$ cat src/rtl/microsequencer.sv
// Microinstruction sequencer: T-state counter, fixed fetch words in T0/T1,
// microcode ROM pass-through from T2, plus run/halt/step control.
module microsequencer #(
    parameter int unsigned OPCODE_W      = 8,
    parameter logic [15:0] FETCH0        = 16'h0040,
    parameter logic [15:0] FETCH1        = 16'h3480,
    parameter logic [15:0] NOP_WORD      = 16'h7000,
    parameter bit          START_RUNNING = 1'b1
) (
    input  logic                  clk,
    input  logic                  reset_n,
    input  logic [OPCODE_W-1:0]   opcode,
    input  logic [15:0]           rom_data,
    output logic [OPCODE_W+2:0]   rom_addr,
    output logic [15:0]           uinstr,
    output logic [2:0]            tstate,
    input  logic                  run,
    input  logic                  step_req,
    output logic                  step_ack,
    output logic                  halted,
    output logic [15:0]           instr_count
);

    typedef enum logic [1:0] {
        S_RUN,
        S_STEP,
        S_HALT
    } mode_t;

    localparam mode_t RESET_MODE = START_RUNNING ? S_RUN : S_HALT;

    mode_t      mode;
    logic [2:0] t;
    logic       rt;
    logic       complete;

    always_comb begin
        uinstr = rom_data;
        if (mode == S_HALT)
            uinstr = NOP_WORD;
        else if (t == 3'd0)
            uinstr = FETCH0;
        else if (t == 3'd1)
            uinstr = FETCH1;
    end

    // RT is decoded from the muxed word, so the fetch words can never end an instruction.
    assign rt       = !uinstr[15] && uinstr[11];
    assign complete = (mode != S_HALT) && ((rt && (t >= 3'd2)) || (t == 3'd7));

    assign rom_addr = {opcode, t};
    assign tstate   = t;
    assign halted   = (mode == S_HALT);

    always_ff @(posedge clk or negedge reset_n) begin
        if (!reset_n) begin
            t           <= '0;
            mode        <= RESET_MODE;
            step_ack    <= 1'b0;
            instr_count <= '0;
        end else begin
            step_ack <= 1'b0;
            if (mode == S_HALT) begin
                t <= '0;
                if (run)
                    mode <= S_RUN;
                else if (step_req)
                    mode <= S_STEP;
            end else if (complete) begin
                t           <= '0;
                instr_count <= instr_count + 16'd1;
                if (mode == S_STEP)
                    step_ack <= 1'b1;
                mode <= run ? S_RUN : S_HALT;
            end else begin
                t <= t + 3'd1;
            end
        end
    end

endmodule
$ cat config.mk
export PLATFORM = sky130hd
export DESIGN_NAME = microsequencer
export DESIGN_NICKNAME = d
export VERILOG_FILES = /design/src/rtl/microsequencer.sv
export SDC_FILE = /design/constraint.sdc
export NUM_CORES = 1
export LEC_CHECK = 0
export CAP_MARGIN = 10
export CORE_MARGIN = 10
export CORE_UTILIZATION = 35
export CTS_BUF_LIST = sky130_fd_sc_hd__clkbuf_4
export CTS_CLUSTER_SIZE = 8
export DETAILED_ROUTE_END_ITERATION = 16
export PLACE_DENSITY = 0.78
export SLEW_MARGIN = 20
export SYNTH_ARGS = -nofsm -noshare
export SYNTH_HDL_FRONTEND = slang
export SYNTH_SLANG_ARGS = --single-unit
export TNS_END_PERCENT = 30
$ cat constraint.sdc
create_clock -name clk -period 1.5 [get_ports clk]
set_input_delay 0.225 -clock clk [delete_from_list [all_inputs] [get_ports clk]]
set_output_delay 0.225 -clock clk [all_outputs]
set_load 0.05 [all_outputs]
==> reports/qor.yml, run 1 <==
floorplan:
  num_rows: 22
  initial_core_util_pct: 36.2
  die_x_um: 81.3
  ios: 76
  die_h_um: 81.3
  core-area_um2: 3630
  dieArea_um2: 6600
run_status:
  violations: "setup timing"
  status: "complete, but fails checks"
clock_network:
  clk_pin_slew_ns: 0.13
  h-tree-depth: 1
  cts_hold_buf: 0
  clk_latency_ns: 0.31
  cts_buffers: 3
  cts_tree: "built"
  clock_path_buffers: 2
  clock-root-buffer: "clkbuf_4"
  cts_sinks: 22
placement:
  post-place-ws_ns: -0.260
  place_area_um2: 2480
  numPlacedInstances: 253
  io_buffers: 59
  globalplace.congestion: 0.773
  hpwlAfterDp_mm: 3.40
timing:
  max-slew-margin-rel_pct: 80.0
  fmax_mhz: 529
  min_period_ns: 1.89
  rsz0062_at_grt: "true"
  fin_crit_sh_pct: 126
  tightest_slew_ns: 0.300
  final_max_slew_viol_count: 0
  setup_violations: 39
  finalHoldViolCount: 0
  clock_skew_ns: 0.00281
  setup_ws_ns: -0.389
critical_path:
  cp_max_fo: 5
  path_class: "register to output pin"
  end_kind: "output pin"
  arrival_ns: 1.66
  startpoint_type: "register"
  required_ns: 1.27
power:
  peakVddDrop_v: 0.00142
  p_per_area_nw_per_um2: 2450
  power_mw: 6.78
  leakage_nw: 1.24
final_layout:
  final_layout_size_suffix_gt1_share_pct: 54.4
  nets: 252
  design_area_um2: 2770
  final_core_util_pct: 76.1
  fin_cells: 265
  synthToLayoutAreaGrowth_pct: 111
  diodes: 0
yosys:
  ys_ff_latch: 22
  yosys.area.top_type: "dfrtp_1"
  synth_top_flop_cell: "dfrtp_1"
  synthArstFlopShare_pct: 100
  syn_nets: 168
  yosys.cell_count.top_type: "dfrtp_1"
  ys_types: 31
  ys_warn_count: 0
  synth_commonest_cells: "dfrtp_1 (22), nand2_1 (14), and3_1 (12), buf_4 (12), xnor2_1 (12)"
  ys_seq_area_share_pct: 41.9
  synthesis.area_um2: 1310
  synth_area_leaders: "dfrtp_1 (42%), xnor2_1 (8.0%), buf_4 (6.9%)"
  synth_edf_count: 0
  synthCells: 134
  syn_avg_cell_area_um2: 9.80
  synth_top_cell_area_share_pct: 41.9
detailed_routing:
  drt_iter0_markers: 80
  ant_nets: 0
  vias_per_cell: 4.86
  drc_errors: 0
  vias: 1288
  wl_per_cell_um: 18.6
  firstDrtPassIters: 4
  routed_wl_mm: 4.92
grt:
  grt_pass1_wl_mm: 7.44
  overflow: 0
  grt_max_degree: 23
  antenna_found_initial: 0
  first_global_vias: 1417
  grtUsageTotal_pct: 14.4
hold_path:
  hp-class: "primary input to asynchronous set/reset pin"
run:
  cap_violations: 0
area by class of cell:
class                           instances  area, um^2
Clock inverter                          1        30.0
Tap cell                               48        60.1
Sequential cell                        22         553
Timing Repair Buffer                   94        1270
Inverter                                5        25.0
Clock buffer                            3        22.5
Fill cell                             212         867
Multi-Input combinational cell         92         803
repair_timing:
action | in CTS | in global routing
gates cloned | 1 | 0
buffers inserted | 4 | 3
endpoints found under the setup margin | 39 | 39
resized for setup | 29 | 11
hold endpoints to repair | 0 | 0
pin swaps | 13 | 7
final timing paths:
kind	start	end	slack, ns	cells past startpoint
worst max-delay path	tstate[1]	uinstr[5]	-0.39	6
worst min-delay path	reset_n	instr_count[9]	0.25	2
worst max register to register	tstate[0]	instr_count[13]	-0.33	9
max in group asynchronous	reset_n	tstate[0]	1.00	2
worst min register to register	mode[1]	step_ack	0.50	1
min in group clk	opcode[7]	rom_addr[10]	0.45	0
critical path: stages, from the launching register on:
cell      delay (ns)
dfrtp_2         0.45
inv_4           0.06
ha_4            0.18
o21bai_4        0.19
buf_6           0.15
and3_4          0.19
buf_12          0.13
through the flow:
stage	setup TNS, ns	hold slack (ns)
3_3_place_gp	-3.95	0.450
3_5_place_dp	-5.24	0.450
4_1_cts	-10.17	0.262
5_1_grt	-15.09	0.250
2_1_floorplan	-12.85	-0.0706
6_report	-11.59	0.249
state kept, by name, summed over array words and instances (netlist names):
signal / count
instr_count: 16
tstate: 3
mode: 2
step_ack: 1
layer usage:
| layer | track usage [%] | vias up | wire, um |
|---|---|---|---|
| li1 | - | 611 | - |
| met1 | 15.5 | 652 | 1790 |
| met2 | 27.8 | 23 | 2930 |
| met3 | 2.98 | 2 | 183 |
| met4 | 2.94 | 0 | 8 |
| met5 | 0 | - | 0 |
report_power, final:
group	internal, mW	switching [mW]	leakage [nW]
sequential	0.721	0.151	0.293
combinational	2.65	2.79	0.916
clock	0.270	0.189	0.0279
kinds of logic after synthesis:
logic type,count (synthesis),synth area share [%]
AO/OA/AOI/OAI,10,5.52
AND/OR/NAND/NOR,60,26.9
flip-flops,22,41.9
buffers and inverters,20,9.24
XOR/XNOR,15,10.0
adder cells (fa/ha/maj),6,5.71
multiplexers,1,0.762
placed cells by master, fill, tap and decap left out, types with 2 or more instances in the layout:
cell	synthesis	layout
and3_4	1	10
xor2_1	3	3
nand4_1	4	4
nor3_1	4	3
ha_1	6	3
buf_12	0	40
clkbuf_4	0	3
xnor2_1	12	12
clkdlybuf4s50_1	0	19
and3_1	12	3
inv_1	5	2
nand2b_4	0	2
nor2_2	0	2
o21ai_1	0	2
a21oi_4	0	2
dfrtp_1	22	20
buf_6	0	5
buf_4	12	30
dfrtp_2	0	2
nand2_1	14	11
and2_2	2	2
nand2_2	0	2
ha_4	0	2
nor2_1	7	5
nand3_1	7	6
(Power assumes the default switching activity.)
==> run 2: changes to the inputs <==
--- a/config.mk
+++ b/config.mk
@@ -5,7 +5,6 @@
 export SDC_FILE = /design/constraint.sdc
 export NUM_CORES = 1
 export LEC_CHECK = 0
-export CAP_MARGIN = 10
 export CORE_MARGIN = 10
 export CORE_UTILIZATION = 35
 export CTS_BUF_LIST = sky130_fd_sc_hd__clkbuf_4
==> results of run 2 <==
The final DEF is identical to that of run 1; final timing and power are the same.
==> run 3: changes to the inputs <==
--- a/config.mk
+++ b/config.mk
@@ -8,6 +8,7 @@
 export CORE_MARGIN = 10
 export CORE_UTILIZATION = 35
 export CTS_BUF_LIST = sky130_fd_sc_hd__clkbuf_4
+export CTS_CLUSTER_DIAMETER = 120
 export CTS_CLUSTER_SIZE = 8
 export DETAILED_ROUTE_END_ITERATION = 16
 export PLACE_DENSITY = 0.78
==> results of run 3 <==
The final DEF is identical to that of run 1; final timing and power are the same.
